`src/rtl/adam_axil_to_obi.sv`:
```
// rtl/adam_axil_to_obi.sv - AXI-Lite responder to OBI initiator bridge, one transaction in flight.
module adam_axil_to_obi #(
  parameter int unsigned ADDR_WIDTH = 32,
  parameter int unsigned DATA_WIDTH = 32,
  localparam int unsigned STRB_WIDTH = DATA_WIDTH / 8
) (
  input  logic                  clk_i,
  input  logic                  rst_ni,
  input  logic [ADDR_WIDTH-1:0] aw_addr,
  input  logic                  aw_valid,
  output logic                  aw_ready,
  input  logic [DATA_WIDTH-1:0] w_data,
  input  logic [STRB_WIDTH-1:0] w_strb,
  input  logic                  w_valid,
  output logic                  w_ready,
  output logic [1:0]            b_resp,
  output logic                  b_valid,
  input  logic                  b_ready,
  input  logic [ADDR_WIDTH-1:0] ar_addr,
  input  logic                  ar_valid,
  output logic                  ar_ready,
  output logic [DATA_WIDTH-1:0] r_data,
  output logic [1:0]            r_resp,
  output logic                  r_valid,
  input  logic                  r_ready,
  output logic                  req,
  input  logic                  gnt,
  output logic [ADDR_WIDTH-1:0] addr,
  output logic                  we,
  output logic [STRB_WIDTH-1:0] be,
  output logic [DATA_WIDTH-1:0] wdata,
  input  logic                  rvalid,
  input  logic [DATA_WIDTH-1:0] rdata,
  input  logic                  err
);

  typedef enum logic [2:0] {
    IDLE, RD_REQ, RD_WAIT, RD_RSP, WR_REQ, WR_WAIT, WR_RSP
  } state_e;

  state_e                state_q, state_d;
  logic                  prio_q, prio_d;  // 0: read wins a tie, 1: write wins
  logic [ADDR_WIDTH-1:0] addr_q, addr_d;
  logic [DATA_WIDTH-1:0] wdata_q, wdata_d;
  logic [STRB_WIDTH-1:0] strb_q, strb_d;
  logic [DATA_WIDTH-1:0] rdata_q, rdata_d;
  logic                  err_q, err_d;

  logic rd_elig, wr_elig, rd_win, wr_win;

  assign rd_elig = ar_valid;
  assign wr_elig = aw_valid && w_valid;
  assign rd_win  = rd_elig && (!wr_elig || !prio_q);
  assign wr_win  = wr_elig && !rd_win;

  always_comb begin
    state_d  = state_q;
    prio_d   = prio_q;
    addr_d   = addr_q;
    wdata_d  = wdata_q;
    strb_d   = strb_q;
    rdata_d  = rdata_q;
    err_d    = err_q;
    ar_ready = 1'b0;
    aw_ready = 1'b0;
    w_ready  = 1'b0;
    b_valid  = 1'b0;
    b_resp   = 2'b00;
    r_valid  = 1'b0;
    r_resp   = 2'b00;
    r_data   = '0;
    req      = 1'b0;
    addr     = '0;
    we       = 1'b0;
    be       = '0;
    wdata    = '0;

    unique case (state_q)
      IDLE: begin
        // Readies are combinational from the valids, so keep them low while reset is held.
        if (rst_ni && rd_win) begin
          ar_ready = 1'b1;
          addr_d   = ar_addr;
          prio_d   = ~prio_q;
          state_d  = RD_REQ;
        end else if (rst_ni && wr_win) begin
          aw_ready = 1'b1;
          w_ready  = 1'b1;
          addr_d   = aw_addr;
          wdata_d  = w_data;
          strb_d   = w_strb;
          prio_d   = ~prio_q;
          state_d  = WR_REQ;
        end
      end
      RD_REQ: begin
        req  = 1'b1;
        addr = addr_q;
        be   = '1;
        if (gnt) state_d = RD_WAIT;
      end
      RD_WAIT: begin
        if (rvalid) begin
          rdata_d = rdata;
          err_d   = err;
          state_d = RD_RSP;
        end
      end
      RD_RSP: begin
        r_valid = 1'b1;
        r_data  = rdata_q;
        r_resp  = err_q ? 2'b10 : 2'b00;
        if (r_ready) state_d = IDLE;
      end
      WR_REQ: begin
        req   = 1'b1;
        addr  = addr_q;
        we    = 1'b1;
        be    = strb_q;
        wdata = wdata_q;
        if (gnt) state_d = WR_WAIT;
      end
      WR_WAIT: begin
        if (rvalid) begin
          err_d   = err;
          state_d = WR_RSP;
        end
      end
      WR_RSP: begin
        b_valid = 1'b1;
        b_resp  = err_q ? 2'b10 : 2'b00;
        if (b_ready) state_d = IDLE;
      end
      default: state_d = IDLE;
    endcase
  end

  always_ff @(posedge clk_i or negedge rst_ni) begin
    if (!rst_ni) begin
      state_q <= IDLE;
      prio_q  <= 1'b0;
      addr_q  <= '0;
      wdata_q <= '0;
      strb_q  <= '0;
      rdata_q <= '0;
      err_q   <= 1'b0;
    end else begin
      state_q <= state_d;
      prio_q  <= prio_d;
      addr_q  <= addr_d;
      wdata_q <= wdata_d;
      strb_q  <= strb_d;
      rdata_q <= rdata_d;
      err_q   <= err_d;
    end
  end

endmodule

```
`config.mk`:
```
export PLATFORM = sky130hd
export DESIGN_NAME = adam_axil_to_obi
export DESIGN_NICKNAME = d
export VERILOG_FILES = /design/src/rtl/adam_axil_to_obi.sv
export SDC_FILE = /design/constraint.sdc
export NUM_CORES = 1
export LEC_CHECK = 0
export BUFFER_PORTS_ARGS = -buffer_cell sky130_fd_sc_hd__buf_2
export CAP_MARGIN = 20
export CORE_MARGIN = 8
export CORE_UTILIZATION = 50
export DETAILED_ROUTE_END_ITERATION = 8
export GPL_ROUTABILITY_DRIVEN = 0
export PLACE_DENSITY = 0.88
export SYNTH_ARGS = -nofsm -noshare
export SYNTH_HDL_FRONTEND = slang
export SYNTH_SLANG_ARGS = --single-unit
export TNS_END_PERCENT = 100
```
`constraint.sdc`:
```
create_clock -name clk_i -period 2.97 [get_ports clk_i]
set_input_delay 0.297 -clock clk_i [delete_from_list [all_inputs] [get_ports clk_i]]
set_output_delay 0.297 -clock clk_i [all_outputs]
set_load 0.005 [all_outputs]
```
# Yosys cells after proc, flatten, opt, wreduce, memory -nomap -nowiden
# Index checks and enable logic that the tools add are counted.
dict set report classes {
  n_mux 29
  n_bitwise 2
  n_reduce_logical 18
  n_eq_ne 13
}
# op count
set ops {}
lappend ops {{two-way mux 32 bit} 5}
lappend ops {{two-way mux 3 bit} 8}
lappend ops {{one-hot mux 3 bit (7 select lines)} 1}
lappend ops {{!= test 2 bit (second input constant)} 6}
lappend ops {{two-way mux 1 bit} 11}
lappend ops {{equality test 3 bit (second input constant)} 3}
lappend ops {{one-hot mux 4 bit (2 select lines)} 1}
lappend ops {{AND reduction 7 bit} 1}
lappend ops {{equality test 3 x 2 -> 1 bit (second input constant)} 2}
lappend ops {{two-way mux 2 bit} 3}
lappend ops {{AND reduction 2 bit} 3}
lappend ops {{logical AND 1 bit} 5}
lappend ops {{OR reduction 2 bit} 2}
lappend ops {{equality test 3 x 1 -> 1 bit (second input constant)} 1}
lappend ops {{zero test 1 bit} 3}
lappend ops {{zero test 3 bit} 1}
lappend ops {{!= test 3 bit (second input constant)} 1}
lappend ops {{AND reduction 3 bit} 1}
lappend ops {{inverter 1 bit} 2}
lappend ops {{nonzero test 2 bit} 1}
lappend ops {{logical OR 1 bit} 1}
dict set report totals {
  word_cells 69
  reg_bits 105
  output_inout_bits 111
  in_bits 142
}

# Logic depth before layout (Yosys ltp)
# Gate-level depths: netlist of run 1.
dict set report depth {
  ltp_word 10
  mapped_depth 6
  depth_no_buf 3
}

# Worst setup path after synthesis of run 1
# OpenSTA, ideal clock, no wires.
dict set report synth_path {
  path_kind {register to output}
  from {register state_q[2]}
  to {output port addr[10]}
  path_slack_ns 1.371
  stages_incl_launch_ff 5
  required_ns 2.673
  arrival_time_ns 1.302
  n_path_buf 1
  path_cell_list {dfrtp_1 -> nand2b_1 -> a21oi_1 -> clkbuf_1 -> and2_1}
}
dict set report synth_between {
  elab_chain_len 3
  elab_cells_between_ends 4
  classes_between {eq/ne (2); mux (1); reduce/logical (1)}
}
# element line
set synth_lines {}
lappend synth_lines {{start: declaration} 41} ;# state_e state_q, state_d;
lappend synth_lines {{start signal: assignment} 148} ;# state_q <= state_d;
lappend synth_lines {{equality test 3 bit / equality test 3 x 1 -> 1 bit (equally long branches)} 78} ;# unique case (state_q)
lappend synth_lines {{OR reduction 2 bit (no source line) *} -}
lappend synth_lines {{two-way mux 32 bit *} 78}
lappend synth_lines {{end: declaration} 28} ;# output logic [ADDR_WIDTH-1:0] addr,
# Mark *: on every way between the ends. The rest lies on a longest branch, timed or not.

# Final worst setup path of run 1
dict set report layout_path {
  from {register state_q[0]}
  to {output port addr[18]}
}
# The elaborated chain is that of the path after synthesis.

==> results of run 1 <==
how the worst max path moves through the flow:
stage | start | end | slack, ns
after floorplan | state_q[2] | addr[10] | 1.37
after global placement | state_q[1] | addr_q[26] | 0.95
after detailed placement | state_q[1] | addr_q[29] | 0.89
after CTS | state_q[0] | aw_ready | 0.57
after global routing | state_q[0] | aw_ready | 0.43
final | state_q[0] | addr[18] | 0.57
power by group through the flow:
stage	sequential (mW)	clock, mW	combinational (mW)
CTS	2.56	0.842	2.59
finish	2.57	0.822	2.56
global route	2.66	0.891	2.83
floorplan	2.40	0	1.75
detailed placement	2.58	0	2.58
global placement	2.53	0	2.47
placed cells by master (no fill, tap or decap), types with 9 or more instances in the layout:
cell,instances
mux2_2,9
and3_1,36
buf_2,249
mux2_1,30
and2_1,66
nand4_1,33
o21ai_0,36
dfrtp_1,105
buf_4,15
clkbuf_8,10
mux2_4,29
a21oi_1,38
a31oi_1,32
flip-flops by register name (all words and copies together) (netlist names):
signal,flops
strb_q,4
state_q,3
addr_q,32
wdata_q,32
err_q,1
rdata_q,32
prio_q,1
final cells by class:
type                       instances  area (sq um)  area share [%]
sequential                       105          2630            37.9
inverter                           2          7.51           0.108
timing repair buffer             265          1380            19.9
clock inverter                     5          40.0           0.578
clock buffer                      11           141            2.04
multi-input combinational        350          2560            36.9
tap                              140           175            2.53
per-layer routing:
layer | wire length [microns] | share of wire [%]
met5 | 10 | 0.061
met4 | 317 | 1.9
met3 | 1660 | 10
met2 | 7860 | 48
met1 | 6610 | 40
cells by family after synthesis:
logic type	after synthesis
simple gates	164
buf+inv	57
other cells	1
flops	105
xor+xnor	1
compound gates	114
mux	69
per-stage QoR:
stage,instances,area [sq um]
floorplan,512,5460
global placement,862,6750
detailed placement,862,6750
CTS,878,6930
global route,878,6930
finish,878,6930
worst max-delay path: stages (launching register included):
cell and delay [ns]:
dfrtp_1 0.66, nand2b_1 0.28, a21oi_2 0.18, buf_4 0.29
and2_1 0.20, buf_2 0.12
==> out/summary.txt, run 1 <==
dominant cell type by area after synthesis = dfrtp_1
critical path type = reg -> out
top cell type's share of synthesized area = 48.1%
number of I/O pins = 253
number of synthesized flops with an enable pin = 0
post_cts resized = 0
fraction of power consumed by the clock network = 13.8%
total setup violations reported at the end of the flow = 0
Post-Route Skew = 0.0123 ns
starting utilization of the core area = 50.8%
combinational family with the most area after synthesis = simple AND/OR/NAND/NOR gates
post-route setup slack = 0.573 ns
slew of the pin with the lowest slew margin = 0.993 ns
Final Cycle Share = 80.7%
Clk Tree Root Cell = clkbuf_8
global route hottest layer = met2
share of post-route cells with drive strength above 1 = 43.6%
internal cell power = 3.81 mW
crit path DAT = 2.10 ns
overflow left after global routing = 0
initial antenna violation count = 1
total global routing track utilization = 21.8%
number of H-tree levels = 3
number of buffers added by the clock tree synthesis step = 9
met3 global-route usage = 7.27%
Layout area overhead = 26.9%
final hold violations = 0
Die ar. = 0.0145 sq mm
run status = complete, no violations
Worst Hold Class = in -> async
synthesized-area fraction occupied by and/or/nand/nor cells = 18.6%
fin util = 64.5%
Leakage Power = 3.59 nW
global-route wire length before repair = 25800 microns
register share of total power = 43.1%
number of buffer cells added on primary ports = 250
via count of the first global-routing pass = 5066
buffer levels on the longest clock path = 2
Floorplan Core Area = 0.0107 sq mm
startpoint type of the worst setup path = flip-flop
net count reported at finish = 875
number of buffers added for setup after CTS = 0
worst-case setup slack after placement = 0.888 ns
Post-Route Setup TNS = 0 ns
Post-synth top cells = dfrtp_1 (105), and2_1 (66), a21oi_1 (39)
number of library cell types mapped by synthesis = 34
total power of the final layout = 5.95 mW
share of cell area taken by muxes after synthesis = 16.2%
switching power summed over all nets = 2.15 mW
max-cap check violation count = 0
synthesized flop and latch total = 105
count of clock tree sinks = 105
fraction of power consumed by combinational cells = 43.1%
setup repair after global routing missed its margin = no
chip height = 121 microns
worst slew margin relative to its limit = 33.8%
Critical R2R Capture = addr_q[27]
largest driver fanout on the critical path = 33
Chip Width = 121 microns
DRT antenna net count = 0
post-detailed-route wirelength per cell = 18.7 microns
top cells by area, synth = dfrtp_1 (48%), mux2_4 (8.0%), and2_1 (7.6%)
total number of yosys warnings = 0
FP Rows = 38
count of antenna diodes in the layout = 0
worst vdd ir = 0.000425 V
crit path capture type = primary output
Reg-to-Reg Start = state_q[1]
wirelength, routed = 16500 microns
cts hold-fix bufs = 0
clock tree from TritonCTS = built
time the worst path needs with I/O delays and setup = 2.40 ns
Pwr per Cell Area = 859 mW/mm^2
global routing usage on met1 = 26.6%
length of the first detailed-routing pass in iterations = 5
placed wire-length estimate = 12300 microns
filler cell count in the final layout = 884
Reg2Reg Depth = 6
Worst-Skew Late Latency = 0.36 ns
Avg Cell Area, Syn = 10.7 sq um
global-route track usage on met2 = 35.6%
maximum number of pins on one net before global-route repair = 84
area fraction in compound gates after synthesis = 11.6%
cell with the most instances after synthesis = dfrtp_1
Max Freq = 417 MHz
Synth Area in Adders = 0%
hold slack final = 0.113 ns
DRC violation count after routing = 0
async set-or-reset flop fraction in the synthesized netlist = 100%
Vias per Instance = 5.59
R2R setup slack = 0.82 ns
Worst EP required = 2.67 ns
most instantiated flip-flop cell in the synthesis netlist = dfrtp_1
DRT iter0 DRCs = 342
clock edge transition at the registers on the reported setup and hold paths = 0.10 ns
Vias = 4904
sequential cell area fraction in the yosys report = 48.1%
synthesized-area fraction occupied by xor and xnor cells = 0.160%
Sw Ratio = 36.0%
number of slew-limit violations in the final report = 0
Synth Cell Area = 0.00546 sq mm
synthesized instance count = 511
(Power assumes the default switching activity.)
==> inputs of run 2 (changes only) <==
--- a/config.mk
+++ b/config.mk
@@ -8,10 +8,10 @@
 export BUFFER_PORTS_ARGS = -buffer_cell sky130_fd_sc_hd__buf_2
 export CAP_MARGIN = 20
 export CORE_MARGIN = 8
-export CORE_UTILIZATION = 50
+export CORE_UTILIZATION = 47
 export DETAILED_ROUTE_END_ITERATION = 8
 export GPL_ROUTABILITY_DRIVEN = 0
-export PLACE_DENSITY = 0.88
+export PLACE_DENSITY = 0.83
 export SYNTH_ARGS = -nofsm -noshare
 export SYNTH_HDL_FRONTEND = slang
 export SYNTH_SLANG_ARGS = --single-unit
==> constraint.sdc (replaced) <==
create_clock -name clk_i -period 2.32 [get_ports clk_i]
set_input_delay 0.232 -clock clk_i [delete_from_list [all_inputs] [get_ports clk_i]]
set_output_delay 0.232 -clock clk_i [all_outputs]
set_load 0.005 [all_outputs]
==> run 2 against run 1 <==
Against the previous run: die area is 5.5% higher; largest cell class unchanged; first-iteration DRC count is 11% higher; sequential share of layout area is 0.91 points lower; clock skew is 0.0014 ns lower; critical path type unchanged; non-clock buffer count is 1 higher; critical endpoint is now r_data[29]; routed wire length is 0.78% lower; count of clock-buffer cells in the layout is 2 lower; clock power is 100% higher; global-route usage is 0.85 points lower.
==> out/summary.txt, run 2 (synthesis gave the netlist of run 1 again) <==
initial antenna violation count = 2 (+1)
Vias per Instance = 5.49 (-1.7%)
placed wire-length estimate = 12000 microns (-2.3%)
time the worst path needs with I/O delays and setup = 2.11 ns
starting utilization of the core area = 48.0% (-2.8 points)
maximum number of pins on one net before global-route repair = 133 (+58%)
number of I/O pins = 253 (unchanged)
crit path DAT = 1.88 ns (-0.22 ns)
max-cap check violation count = 0 (unchanged)
via count of the first global-routing pass = 5063 (-0.059%)
slew of the pin with the lowest slew margin = 0.726 ns (-0.268 ns)
count of clock tree sinks = 105 (unchanged)
DRC violation count after routing = 0 (unchanged)
FP Rows = 39 (+2.6%)
setup repair after global routing missed its margin = no
number of buffers added for setup after CTS = 0 (unchanged)
Post-Route Skew = 0.0109 ns (-0.00142 ns)
count of antenna diodes in the layout = 0 (unchanged)
largest incremental delay on the critical path = 0.51 ns (-0.15 ns)
Chip Width = 124 microns (+2.7%)
number of H-tree levels = 3 (unchanged)
Worst Hold Class = in -> reg
length of the first detailed-routing pass in iterations = 5 (unchanged)
worst-case setup slack after placement = 0.376 ns (-0.512 ns)
chip height = 124 microns (+2.7%)
total setup violations reported at the end of the flow = 0 (unchanged)
Largest delay share family, worst path = simple AND/OR/NAND/NOR gates
post-detailed-route wirelength per cell = 18.5 microns (-1.2%)
buffer levels on the longest clock path = 2 (unchanged)
commonest cells after routing, fill and taps aside = buf_2 (249), dfrtp_1 (103), and2_1 (66), a21oi_1 (38)
Leakage Power = 3.67 nW (+2.3%)
global-route wire length before repair = 25500 microns (-1.2%)
number of slew-limit violations in the final report = 0 (unchanged)
Vias = 4841 (-1.3%)
worst-path cell chain = nand2b_1 > nor2_1 > buf_4 > and2_1 > buf_2
worst slew margin relative to its limit = 51.6% (+18 points)
clock edge transition at the registers on the reported setup and hold paths = 0.07 ns (-0.03 ns)
Worst-Skew Late Latency = 0.34 ns (-0.02 ns)
post-route setup slack = 0.210 ns (-0.364 ns)
final hold violations = 0 (unchanged)
run status = complete, no violations
Floorplan Core Area = 0.0114 sq mm (+5.8%)
largest registers = addr_q: 32 flops, rdata_q: 32 flops, wdata_q: 32 flops
startpoint type of the worst setup path = flip-flop
Pwr per Cell Area = 1160 mW/mm^2 (+35%)
net count reported at finish = 876 (+0.11%)
Die ar. = 0.0153 sq mm (+5.5%)
clock tree from TritonCTS = built
number of buffer cells added on primary ports = 250 (unchanged)
largest driver fanout on the critical path = 34 (+3.0%)
wirelength, routed = 16300 microns (-0.78%)
Worst EP required = 2.09 ns (-0.58 ns)
most common library cell in the layout ignoring fill and taps = buf_2
DRT antenna net count = 0 (unchanged)
slowest library cell on the worst path = dfrtp_2
number of buffers added by the clock tree synthesis step = 9 (unchanged)
share of post-route cells with drive strength above 1 = 44.0% (+0.35 points)
Post-Route Setup TNS = 0 ns (unchanged)
Clk Tree Root Cell = clkbuf_16
worst vdd ir = 0.000662 V (+56%)
Layout area overhead = 30.1%
critical path type = reg -> out
Max Freq = 474 MHz
DRT iter0 DRCs = 381 (+11%)
Final Cycle Share = 91.0%
crit path capture type = primary output
overflow left after global routing = 0 (unchanged)
total global routing track utilization = 21.0% (-0.85 points)
combined buffer and inverter count along the critical path = 2 (unchanged)
-- run 2: layout make-up --
| cell class | count | area (sq um) |
|---|---|---|
| sequential | 105 | 2630 |
| tap | 143 | 179 |
| multi-input combinational | 350 | 2560 |
| inverter | 2 | 7.51 |
| clock buffer | 9 | 225 |
| clock inverter | 7 | 101 |
| fill | 915 | 4260 |
| timing repair buffer | 266 | 1410 |
-- run 2: worst reg2reg max path: stages, from the launching register on --
cell and delay [ns]:
dfrtp_2 0.52, nor3_1 0.26, and3_2 0.25, buf_12 0.26, mux2_2 0.39
-- run 2: through the flow --
step | power, mW | instances | utilization, % | cell area (sq um) | hold slack [ns]
finish | 8.23 | 882 | 62.5 | 7110 | 0.104
global route | 8.84 | 882 | 62.5 | 7110 | 0.0951
CTS | 8.30 | 882 | 62.5 | 7100 | 0.0929
detailed placement | 6.62 | 865 | 59.5 | 6760 | 0.0766
global placement | 6.44 | 865 | 59.5 | 6760 | 0.0740
floorplan | 5.30 | 512 | - | 5460 | -0.0636
-- run 2: power breakdown --
group	leakage (nW)	internal (mW)	switching, mW
Combinational	2.28	1.72	1.55
Clock	0.158	0.957	0.679
Sequential	1.23	2.75	0.571
Total	3.67	5.43	2.80
-- run 2: path summary, 6_finish.rpt --
path                       depth (start not counted)  slack, ns         from          end
min                                                2       0.10    rdata[20]  rdata_q[20]
max                                                5       0.21   state_q[2]   r_data[29]
max in group asynchronous                          3       1.09       rst_ni   addr_q[15]
max reg2reg                                        4       0.54   state_q[0]  wdata_q[20]
min reg2reg                                        1       0.48  rdata_q[14]  rdata_q[14]
min in group asynchronous                          2       0.31       rst_ni   state_q[1]
-- run 2: repair_timing --
action                                 CTS  global route
gates resized for setup                  1             2
endpoints found under the hold margin    5             0
hold buffers                             1             0
pin swaps                                0             0
setup endpoints to repair               12            59
-- run 2: metal layers --
metal / track usage [%] / share of wire, % / routed length [microns] / up-vias
met4: 7.22 / 2.0 / 327 / 4
met3: 5.67 / 8.8 / 1440 / 28
li1: - / - / - / 2277
met2: 35.0 / 48 / 7900 / 237
met5: 0 / 0.098 / 16 / -
met1: 25.7 / 41 / 6650 / 2295
